**src/rtl/alu_issue_stage.sv**
```systemverilog
// alu_issue_stage: two-entry skid buffer between register read and the ALU,
// with optional write-back operand forwarding applied at capture time.
// Latency: 1 cycle from input transfer (in EMPTY) to out_valid.
// Backpressure: in_ready is registered and drops only when both entries are
// held, so upstream never needs a combinational path from out_ready.
// Ports: clk/rst (sync, active-high); in_* upstream operation + handshake;
//   fwd_* write-back result for forwarding; out_* registered ALU operation.
// Build option: define ALU_ISSUE_FORWARD_EN to compile in operand forwarding;
//   without it the fwd_* ports are present but ignored.

package alu_issue_pkg;
  typedef logic [3:0] alu_control_t;
endpackage

module alu_issue_stage
  import alu_issue_pkg::*;
#(
  parameter int N = 32
) (
  input  logic         clk,
  input  logic         rst,
  input  logic         in_valid,
  output logic         in_ready,
  input  logic [N-1:0] in_a,
  input  logic [N-1:0] in_b,
  input  logic [4:0]   in_rs1,
  input  logic [4:0]   in_rs2,
  input  logic         in_b_imm,
  input  alu_control_t in_control,
  input  logic [4:0]   in_rd,
  input  logic         fwd_valid,
  input  logic [4:0]   fwd_rd,
  input  logic [N-1:0] fwd_data,
  output logic         out_valid,
  input  logic         out_ready,
  output logic [N-1:0] out_a,
  output logic [N-1:0] out_b,
  output alu_control_t out_control,
  output logic [4:0]   out_rd
);

  typedef struct packed {
    logic [N-1:0] a;
    logic [N-1:0] b;
    alu_control_t control;
    logic [4:0]   rd;
  } entry_t;

  typedef enum logic [1:0] {
    EMPTY = 2'd0,
    ONE   = 2'd1,
    FULL  = 2'd2
  } state_t;

  state_t state, state_nxt;
  entry_t head;   // oldest entry, drives out_*
  entry_t skid;   // second entry, only meaningful in FULL
  entry_t cap;    // incoming operation after forwarding

  logic in_fire, out_fire;
  logic load_head_in, load_head_skid, load_skid;

  assign out_valid = (state != EMPTY);
  assign in_fire   = in_valid & in_ready;
  assign out_fire  = out_valid & out_ready;

  // Forwarding is resolved once, at capture; held entries never see later
  // write-backs.
  always_comb begin
    cap.a       = in_a;
    cap.b       = in_b;
    cap.control = in_control;
    cap.rd      = in_rd;
`ifdef ALU_ISSUE_FORWARD_EN
    if (fwd_valid && (fwd_rd != 5'd0) && (fwd_rd == in_rs1))
      cap.a = fwd_data;
    if (fwd_valid && (fwd_rd != 5'd0) && (fwd_rd == in_rs2) && !in_b_imm)
      cap.b = fwd_data;
`endif
  end

`ifndef ALU_ISSUE_FORWARD_EN
  logic unused_fwd;
  assign unused_fwd = ^{fwd_valid, fwd_rd, fwd_data, in_rs1, in_rs2, in_b_imm};
`endif

  always_comb begin
    state_nxt      = state;
    load_head_in   = 1'b0;
    load_head_skid = 1'b0;
    load_skid      = 1'b0;
    case (state)
      EMPTY: begin
        if (in_fire) begin
          state_nxt    = ONE;
          load_head_in = 1'b1;
        end
      end
      ONE: begin
        if (in_fire && out_fire) begin
          load_head_in = 1'b1;          // pass-through: new op replaces head
        end else if (in_fire) begin
          state_nxt = FULL;
          load_skid = 1'b1;
        end else if (out_fire) begin
          state_nxt = EMPTY;
        end
      end
      FULL: begin
        // in_ready is low here, so only the output side can move.
        if (out_fire) begin
          state_nxt      = ONE;
          load_head_skid = 1'b1;
        end
      end
      default: state_nxt = EMPTY;
    endcase
  end

  always_ff @(posedge clk) begin
    if (rst) begin
      state    <= EMPTY;
      in_ready <= 1'b1;
      head     <= '0;
      skid     <= '0;
    end else begin
      state    <= state_nxt;
      in_ready <= (state_nxt != FULL);
      if (load_head_in)
        head <= cap;
      else if (load_head_skid)
        head <= skid;
      if (load_skid)
        skid <= cap;
    end
  end

  assign out_a       = head.a;
  assign out_b       = head.b;
  assign out_control = head.control;
  assign out_rd      = head.rd;

endmodule

```
**config.mk**
```make
export PLATFORM = sky130hd
export DESIGN_NAME = alu_issue_stage
export DESIGN_NICKNAME = d
export VERILOG_FILES = /design/src/rtl/alu_issue_stage.sv
export SDC_FILE = /design/constraint.sdc
export NUM_CORES = 1
export LEC_CHECK = 0
export CORE_UTILIZATION = 30
export CTS_CLUSTER_DIAMETER = 30
export DETAILED_ROUTE_END_ITERATION = 12
export SLEW_MARGIN = 10
export SYNTH_ARGS = -nofsm -noshare
export SYNTH_HDL_FRONTEND = slang
export SYNTH_SLANG_ARGS = --single-unit
```
**constraint.sdc**
```tcl
create_clock -name clk -period 1.7 [get_ports clk]
set_clock_uncertainty 0.1 [all_clocks]
set_input_delay 0.34 -clock clk [delete_from_list [all_inputs] [get_ports clk]]
set_output_delay 0.34 -clock clk [all_outputs]
set_load 0.05 [all_outputs]
```
# Word level (Yosys, flattened, before mapping)
# Cells that the tools add are included.
[word_totals]
reg_bits = 149
out_inout_bits = 75
[classes]
n_eq_ne = 3
n_reduce_logical = 4
bitwise = 2
muxes = 15
[ops]
columns = ["op", "n"]
rows = [
  ["2-to-1 mux 73 bit", 2],
  ["2-to-1 mux 2 bit", 5],
  ["2-to-1 mux 1 bit", 6],
  ["one-hot mux 2 bit (3 select lines)", 1],
  ["nonzero test 2 bit", 2],
  ["bitwise AND 1 bit", 2],
  ["== test 2 x 1 -> 1 bit (second input constant)", 1],
  ["== test 2 bit (second input constant)", 1],
  ["zero test 2 bit", 1],
  ["!= test 2 bit (second input constant)", 1],
  ["one-hot mux 1 bit (2 select lines)", 1],
  ["logical AND 1 bit", 1],
]

# Depth between registers and ports, before layout
[depth]
word_depth = 7
ltp_mapped = 6

# Worst setup path after synthesis
# No wires, ideal clock.
[synth_timing]
path_type = "reg2reg"
from = "register in_ready"
to = "register skid[72] (netlist bit)"
path_slack_ps = -24
required_time_ps = 1527
t_arrival_ps = 1551
setup_time_ps = 73
path_stages_with_launch = 6
cell_sequence = "dfxtp_1 nand2_1 nor3_4 buf_6 nand2_1 a21oi_1"
[synth_between]
elab_chain_cells = 4
elab_cells_between_ends = 5
[synth_lines]
columns = ["element", "line", "source"]
rows = [
  ["from (decl)", "23", "output logic in_ready,"],
  ["from (signal assigned)", "128", "in_ready <= (state_nxt != FULL);"],
  ["bitwise AND 1 bit (*)", "64", "assign in_fire = in_valid & in_ready;"],
  ["2-to-1 mux 1 bit / logical AND 1 bit (equally long branches)", "102, 100", ""],
  ["2-to-1 mux 1 bit (*)", "100", "if (in_fire && out_fire) begin"],
  ["2-to-1 mux 1 bit (*)", "92", "case (state)"],
  ["to (signal assigned)", "134", "skid <= cap;"],
  ["to (decl)", "57", "entry_t skid;"],
]
# Mark *: on every way between the ends. The rest lies on a longest branch, timed or not.
# A chain may end at the register's enable or synchronous reset.

# Worst setup path after layout
[layout_timing]
from = "register state[0]"
to = "output out_valid"
[layout_between]
elab_chain_cells = 1
[layout_lines]
columns = ["element", "line", "source"]
rows = [
  ["from (decl)", "55", "state_t state, state_nxt;"],
  ["from (signal assigned)", "127", "state <= state_nxt;"],
  ["nonzero test 2 bit", "63", "assign out_valid = (state != EMPTY);"],
  ["to (decl)", "34", "output logic out_valid,"],
]
# No other way between the ends.

==> qor.csv <==
stage,metric,value,unit
sta,worst slew pin tran,308,ps
logic_synthesis,commonest cells in the netlist,"nand2_1, dfxtp_1, nor2_1",
logic_synthesis,Synth top area share,47.4,%
logic_synthesis,Mapped Nets,864,
sta,Final WS setup,94.1,ps
setup_path,critical path required time,1260,ps
setup_path,Crit path depth,2,
logic_synthesis,Syn Area/Cell,8.52,um2
cts,Clock transition at path regs,60,ps
die,Core Area,20400,um2
logic_synthesis,most common cell in the netlist,nand2_1,
grt,initial antenna violation count,0,
sta,setup TNS,0,ps
setup_path,R2R Setup Slk,110,ps
power,clock share of power,41.9,%
sta,Tmin final,1610,ps
power,P_leak,3.18,nW
sta,Fin. Hold Viols,0,
route,DRC,0,
die,Die Footprint,21500,um2
grt,first-pass GRT wire length,26.8,mm
route,TritonRoute pass-1 iters,4,
die,Die Ht,147,um
route,Iteration-0 DRC Markers,218,
setup_path,CP Capture Type,output pin,
hold_path,hold depth,2,
cells_and_area,area of the multi-input gates,2910,um2
cts,TritonCTS buffer count,17,
logic_synthesis,synth top area cells,"dfxtp_1, nand2_1, a311oi_2, a21oi_1, nor2_1",
placement,pre-CTS setup slack,-297,ps
sta,Final Slew Violations,0,
cells_and_area,Total Nets Final,1016,
grt,gr usage total,15.5,%
logic_synthesis,Gate Count Post-Synth,738,
logic_synthesis,fraction of registers with async set/reset,0,%
sta,Final period util,94.5,%
route,WL/cell,13.8,um
cells_and_area,# fillers,2033,
cts,clk_lat worst skew,420,ps
logic_synthesis,Netlist cell types,22,
cts,CTS max path bufs,2,
power,switch share,28.5,%
placement,Port Buffers,151,
logic_synthesis,Synth Warn #,0,
sta,relative slew slack,79.5,%
setup_path,FF-to-FF Start,state[1],
logic_synthesis,Post-synth EDFFs,0,
setup_path,R2R cell count,5,
cts,CTS hold repair buffers,0,
setup_path,"Slowest-stage cell, CP",dfxtp_2,
power,Flop pwr share,38.9,%
cells_and_area,final core utilization,43.1,%
cts,CTS tree,built,
die,die width,147,um
placement,GP Congestion,0.700,
sta,unrepaired setup endpoints after global routing,false,
route,WL final,16.2,mm
setup_path,Worst Setup EP,out_valid,
cells_and_area,Seq. cell area,2990,um2
setup_path,Setup crit start kind,register,
logic_synthesis,Yosys top cell by area,dfxtp_1,
route,vias after detailed routing,5530,
logic_synthesis,Post-Syn Area,6290,um2
power,switching power,0.00279,W
cts,PostCTS Resize Cnt,2,
cts,clock sink count,149,
sta,Final setup viols,0,
logic_synthesis,top_reg_cell synth,dfxtp_1,
cells_and_area,synthesis-to-layout area growth,39.5,%
logic_synthesis,Yosys reg bits,149,
hold_path,class of the worst hold path,input pin to register,
cts,root buf cell,clkbuf_16,
setup_path,cell family with the largest share of critical-path delay,flip-flops,
setup_path,Worst Setup SP,state[0],
cts,CTS H-tree depth,4,
cts,post-CTS setup buffer count,0,
placement,DPL Wire Length,10.6,mm
setup_path,CP cell instances,or2_4 > buf_12,
die,IO Count,201,
setup_path,Critical Path Max Stage Delay,340,ps
die,Initial Util,30.9,%
power,Max IR drop VDD,0.000630,V
grt,total gr overflow,0,
setup_path,Worst EP arrival,1170,ps
setup_path,worst-path maximum fanout,5,
setup_path,worst r2r dst,out_rd[1],
setup_path,Buffers & Inverters on Critical Path,1,
logic_synthesis,sequential cell area fraction in the yosys report,47.4,%
route,average vias per placed instance,4.71,
power,pwr/cell area,1120,nW/um2
flow_run,Max Cap Violations,0,
power,Comb power frac,19.1,%
die,Row Count,52,
grt,largest net degree at the start of global routing,53,
route,Final ANT Viol Nets,0,
sta,Peak Freq,623,MHz
grt,vias in the first global route,5223,
cells_and_area,layout cell share with drive strength beyond 1,25.1,%
outcome,outcome,finished clean,
power,Int Pwr,0.00702,W
setup_path,kind of critical path,register to output pin,
cells_and_area,Antenna Cells,0,
[registers in the layout (all words and copies together) (netlist names)]
| name | count |
|---|---|
| out_control | 4 |
| out_a | 32 |
| out_b | 32 |
| skid | 73 |
| out_rd | 5 |
| in_ready | 1 |
| state | 2 |
[how the worst min path moves through the flow]
stage,to,from,slack (ps)
after floorplan,state[1],out_ready,330
after global placement,skid[37],skid[37],340
after global routing,skid[11],rst,180
final,skid[64],rst,180
after detailed placement,skid[64],skid[64],350
after CTS,skid[64],rst,160
[layout make-up]
cell class	instances	share of cell area, %
clock inverters	11	1.95
multi-input cells	525	33.2
flip-flops and latches	149	34.0
inverters	1	0.0428
clock buffers	21	5.36
repair buffers	196	21.5
well taps	270	3.85
[cell families (layout without fill, tap and decap cells)]
family          after synthesis  after routing  share of synthesized area (%)
flops                       149            149                           47.4
mux                           1              1                          0.159
buf+inv                      64            229                           6.47
xor+xnor                      1              1                          0.139
compound gates              147            147                           22.8
simple gates                376            376                           23.0
[cells in the final DEF (no fill, tap or decap)]
cell type	n
dfxtp_1	147
buf_4	102
nor2_1	74
dfxtp_2	2
o21a_1	1
clkinv_4	1
or2_4	1
clkbuf_1	1
bufinv_16	4
a21oi_1	73
a311oi_2	67
a311oi_1	6
and3b_1	1
clkdlybuf4s50_1	75
buf_6	1
mux2i_1	1
nand2_1	293
clkbuf_16	17
and3b_2	1
clkinvlp_4	2
inv_1	1
nand2b_2	2
clkinv_2	2
nor3_1	1
nor3_4	1
clkbuf_8	3
nand2_4	1
nand3b_1	1
inv_6	2
xnor2_1	1
buf_12	18
[through the flow]
step / total power [W] / cell area [um2] / hold slack, ps / instances
2_1_floorplan: 0.00508 / 6290 / 332 / 738
3_3_place_gp: 0.00577 / 8120 / 342 / 1141
3_5_place_dp: 0.00579 / 8120 / 347 / 1141
4_1_cts: 0.00996 / 8770 / 159 / 1173
5_1_grt: 0.0103 / 8770 / 176 / 1173
6_report: 0.00981 / 8770 / 181 / 1173
[metal layers]
metal	GRT usage, %	wire length [um]	vias to the layer above
met5	0	0	-
met4	5.00	157	0
met3	4.47	902	12
met2	25.1	7690	113
met1	19.8	7440	2629
li1	-	-	2776
[power groups by stage]
stage	clock network, W	registers (W)	logic, W
after floorplan	0	0.00444	0.000645
after detailed placement	0	0.00390	0.00189
after global placement	0	0.00390	0.00188
final	0.00411	0.00382	0.00188
after global routing	0.00442	0.00385	0.00199
after CTS	0.00424	0.00382	0.00190
No activity file was read; power rests on OpenSTA's default activity.
==> variant 1 (config.mk and constraints unchanged) <==
Re-encode `state_t` (3 states) as one-hot, 3 bits wide.
--- a/src/rtl/alu_issue_stage.sv
+++ b/src/rtl/alu_issue_stage.sv
@@ -47,8 +47,8 @@
   } entry_t;
 
-  typedef enum logic [1:0] {
-    EMPTY = 2'd0,
-    ONE   = 2'd1,
-    FULL  = 2'd2
+  typedef enum logic [2:0] {
+    EMPTY = 3'b001,
+    ONE   = 3'b010,
+    FULL  = 3'b100
   } state_t;
 
Function: same outputs for any inputs over 4 cycles, from zero or initial values and one cycle with rst high; so few cycles prove little.
==> variant 1 against the unedited design <==
The flow now finishes with violations (negative setup slack). Sequential share of layout area decreased by 0.95 points. Total power up 3.2%. Cell count fell by 4.7%. Hold slack better by 65 ps. Routed wire length is 15% higher. Synthesized area is 1.7% higher. Sequential cell count is 1 higher. Count of clock-buffer cells in the layout shrank 1. Worst setup slack worse by 100 ps. Cell area rose by 3.6%. Global-route usage rose by 1.8 points. Critical path type unchanged.
==> variant 1: results (changes against the unedited design) <==
post-route setup slack -6.30 ps (was 94.1 ps); global-route wire length before repair 30.1 mm (was 26.8 mm); fillcell total 2104 (was 2033); commonest cells in the synthesized netlist 150 x dfxtp_1, 75 x a21oi_1, 74 x mux2i_1, 74 x nor2_1 (was 294 x nand2_1, 149 x dfxtp_1, 74 x nor2_1, 73 x a21oi_1, 67 x a311oi_2); final setup fails 1 (was 0); dpl cells 1082 (was 1141); R2R cell count 4 (was 5); Worst-Margin Slew 467 ps (was 308 ps); worst path arrival time 1270 ps (was 1170 ps); sequential-to-total area share from yosys stat 0.470 (was 0.474); drt total wl 18.7 mm (was 16.2 mm); synth unique cells 31 (was 22); hold path start out_ready (was rst); RR Startpoint state[0] (was state[1]); total track usage 0.173 (was 0.155); sw frac 0.274 (was 0.285); Critical Path Start state[0] (unchanged); Final HPWL DP 11.7 mm (was 10.6 mm); Pleak 3.18 nW (about the same); status finished, violations left (was completed); synthesized net count 823 (was 864); synth top area cells dfxtp_1 47%, mux2i_1 12%, a221oi_1 10% (was dfxtp_1 47%, nand2_1 18%, a311oi_2 16%); vias in the first global route 5565 (was 5223); Place WS -440 ps (was -297 ps); maximum VDD drop 641 uV (was 630 uV); vias per cell 5.18 (was 4.71); Final nets 956 (was 1016); largest net degree at the start of global routing 61 (was 53); Pre-antenna DRT Iters 5 (was 4); 1st-iter DRT viols 297 (was 218); failing checks negative setup slack; Crit Path Max Fanout 8 (was 5); syn_area_per_cell 9.17 sq um (was 8.52 sq um); max reg flops 73 (unchanged); R2R Path End out_b[26] (was out_rd[1])
-- variant 1: power by group through the flow --
stage / logic (mW) / registers (mW) / clock network, mW
finish: 1.88 / 3.81 / 4.44
global route: 1.99 / 3.82 / 4.74
CTS: 1.86 / 3.81 / 4.55
detailed placement: 1.84 / 3.88 / 0
global placement: 1.83 / 3.88 / 0
floorplan: 0.518 / 4.43 / 0
-- variant 1: routing by layer --
metal  wire [microns]  track usage  part of all wire  up-vias
met3              770       0.0343             0.041       11
met2             8800        0.277              0.47      143
met4              148       0.0418            0.0079        0
met5                0            0                 0        -
li1                 -            -                 -     2843
met1             8960        0.238              0.48     2791
-- variant 1: through the flow --
step | utilization | TNS, ps
after floorplan | - | 0
after global placement | 0.394 | -46050
after detailed placement | 0.394 | -55350
after CTS | 0.428 | -36.1
after global routing | 0.433 | -83.7
final | 0.433 | -6.30
-- variant 1: worst reg2reg max path: stages, from the launching register on --
cell,delay (ps)
dfxtp_2,330
and4bb_4,400
buf_12,240
mux2i_1,140
a221oi_1,300
-- variant 1: repair_timing --
action	4_1_cts	5_1_grt
hold buffers	0	0
setup buffers	1	2
hold endpoints to repair	0	0
setup endpoints to repair	3	94
gates cloned	0	1
resized for setup	5	12
-- variant 1: logic make-up after synthesis --
logic type | Yosys count | share of synthesized area
mux | 74 | 0.116
simple gates | 166 | 0.122
buf+inv | 83 | 0.0728
compound gates | 224 | 0.220
flops | 150 | 0.470
-- variant 1: worst min path at each step --
stage / slack, ps / to / cells after the start
after floorplan: 320 / state[2] / 1
after global placement: 360 / skid[40] / 2
after detailed placement: 370 / skid[68] / 2
after CTS: 260 / skid[5] / 2
after global routing: 240 / state[2] / 3
final: 250 / state[2] / 3
-- variant 1: final cells by class --
| cell class | instances | area [sq um] | area share |
|---|---|---|---|
| clock buffers | 20 | 447 | 0.0492 |
| multi-input cells | 464 | 3010 | 0.332 |
| repair buffers | 196 | 2020 | 0.222 |
| clock inverters | 12 | 249 | 0.0274 |
| flip-flops and latches | 150 | 3010 | 0.331 |
| well taps | 275 | 344 | 0.0379 |
| inverters | 1 | 3.75 | 0.000413 |
==> variant 2 (same flow settings) <==
Without the edit above. Set the parameter `N` to 48 (it was 32).
--- a/src/rtl/alu_issue_stage.sv
+++ b/src/rtl/alu_issue_stage.sv
@@ -16,5 +16,5 @@
   import alu_issue_pkg::*;
 #(
-  parameter int N = 32
+  parameter int N = 48
 ) (
   input  logic         clk,
Interface: changed (5 resized); port bits go from 201 to 281. The function was not compared with the original's and may differ.
==> variant 2 against the unedited design <==
The flow now finishes with violations (negative setup slack). Sequential cell count grew 64. Synthesized area up 31%. Routed wire length up 62%. Cell area rose by 47%. Worst setup slack worse by 150 ps. Count of clock-buffer cells in the layout is 41 higher. Total power grew 80%. Clock power is 130% higher. Cell count grew 42%. First-iteration DRC count rose to 3.0 times the old value. Critical path type unchanged. Highest routed layer unchanged.
==> variant 2: results (changes against the unedited design) <==
sequential-to-total area share from yosys stat 0.517 (was 0.474); vias per cell 4.94 (was 4.71); final setup fails 1 (was 0); max reg flops 105 (was 73); synth warn 0 (unchanged); synth top area cells dfxtp_1 52%, nand2_1 19%, a311oi_1 11% (was dfxtp_1 47%, nand2_1 18%, a311oi_2 16%); largest net degree at the start of global routing 71 (was 53); CP peak stage delay 320 ps (was 340 ps); WL/cell 15.7 microns (was 13.8 microns); Final nets 1462 (was 1016); met2 WL 11.9 mm (was 7.69 mm); met2 usage 0.268 (was 0.251); total track usage 0.172 (was 0.155); GR peak layer met2 (unchanged); 1st-iter DRT viols 653 (was 218); Cells after Synth 1057 (was 738); Compound-Gate Fraction of Synth Area 0.176 (was 0.228); Pre-antenna DRT Iters 5 (was 4); synthesized net count 1231 (was 864); wl on met1 11.8 mm (was 7.44 mm); Worst R2R Setup Slack 50 ps (was 110 ps); Reg clk slew, reported paths 40 ps (was 60 ps); R2R cell count 8 (was 5); maximum VDD drop 671 uV (was 630 uV); Final HPWL DP 15.6 mm (was 10.6 mm); Slew HR 0.761 (was 0.795); mux cell area share after synthesis 0.00121 (was 0.00159); worst path arrival time 1320 ps (was 1170 ps); global-route wire length before repair 39.5 mm (was 26.8 mm); vias in the first global route 7594 (was 5223); status finished, violations left (was completed); Critical Path Start state[1] (was state[0]); Final GP Congestion 0.752 (was 0.700); met3 routed WL 1.94 mm (was 902 microns); R2R Path End skid[14] (was out_rd[1]); DP Area 10900 sq um (was 8120 sq um); Post-Route Setup TNS -60.2 ps (was 0 ps); commonest cells in the synthesized netlist 422 x nand2_1, 213 x dfxtp_1, 106 x nor2_1, 105 x a21oi_1, 105 x a311oi_1 (was 294 x nand2_1, 149 x dfxtp_1, 74 x nor2_1, 73 x a21oi_1, 67 x a311oi_2); met3 usage 0.0482 (was 0.0447); worst skew pair latency 510 ps (was 420 ps); H-tree depth 2 (was 4); ys flop type dfxtp_1 (unchanged); Max clock buf depth 3 (was 2); synth unique cells 18 (was 22); Port Buffers 215 (was 151); fraction of layout cells with a size suffix above 1 0.197 (was 0.251); Num CTS Buffers 47 (was 17); Crit Path Max Fanout 2 (was 5); xor-xnor portion of the synthesized cell area 0.00106 (was 0.00139); GR Util met1 0.230 (was 0.198); post-route setup slack -60.2 ps (was 94.1 ps); failing checks negative setup slack
-- variant 2: cell types whose count changed after synthesis, sizes merged, moves of 19 or more --
| cell | change |
|---|---|
| a21oi | +32 |
| nor2 | +32 |
| nand2 | +128 |
| a311oi | +32 |
| clkbuf | +19 |
| dfxtp | +64 |
-- variant 2: final cells by class --
class | instances | area, sq um
fillers | 2563 | 14100
flip-flops and latches | 213 | 4270
multi-input cells | 749 | 3560
repair buffers | 276 | 2900
clock buffers | 62 | 1370
well taps | 341 | 427
clock inverters | 22 | 329
inverters | 1 | 3.75
-- variant 2: worst min-delay path by stage --
stage | from | end
detailed placement | skid[99] | skid[99]
global route | rst | skid[77]
finish | rst | state[0]
global placement | skid[21] | skid[21]
floorplan | out_ready | state[1]
CTS | rst | state[0]
-- variant 2: timing repair --
item                                    4_1_cts  5_1_grt
endpoints found under the setup margin        1      106
hold buffers                                  0        0
endpoints found under the hold margin         0        0
setup buffers                                 2        3
gates resized for setup                       3        9
gates cloned                                  0        6
pin swaps                                     0        7
-- variant 2: report_power, final --
part           internal (mW)  switching [mW]
logic                  0.968            1.57
clock network           6.80            2.79
registers               5.31           0.186
total                   13.1            4.55
-- variant 2: worst max-delay path, delay by kind of cell (launching register included) --
family                 cells  cell delay (ps)
buffers and inverters      2              260
DFF                        1              320
and+or+nand+nor            1              230
-- variant 2: metrics by stage --
| stage | std cells | total power [mW] | hold slack (ps) | worst slack, ps | util |
|---|---|---|---|---|---|
| floorplan | 1057 | 7.00 | 332 | 163 | - |
| global placement | 1569 | 8.00 | 342 | -335 | 0.405 |
| detailed placement | 1569 | 8.03 | 347 | -432 | 0.405 |
| CTS | 1655 | 17.7 | 71.0 | -82.3 | 0.468 |
| global route | 1664 | 18.3 | 105 | -112 | 0.477 |
| finish | 1664 | 17.6 | 96.3 | -60.2 | 0.477 |
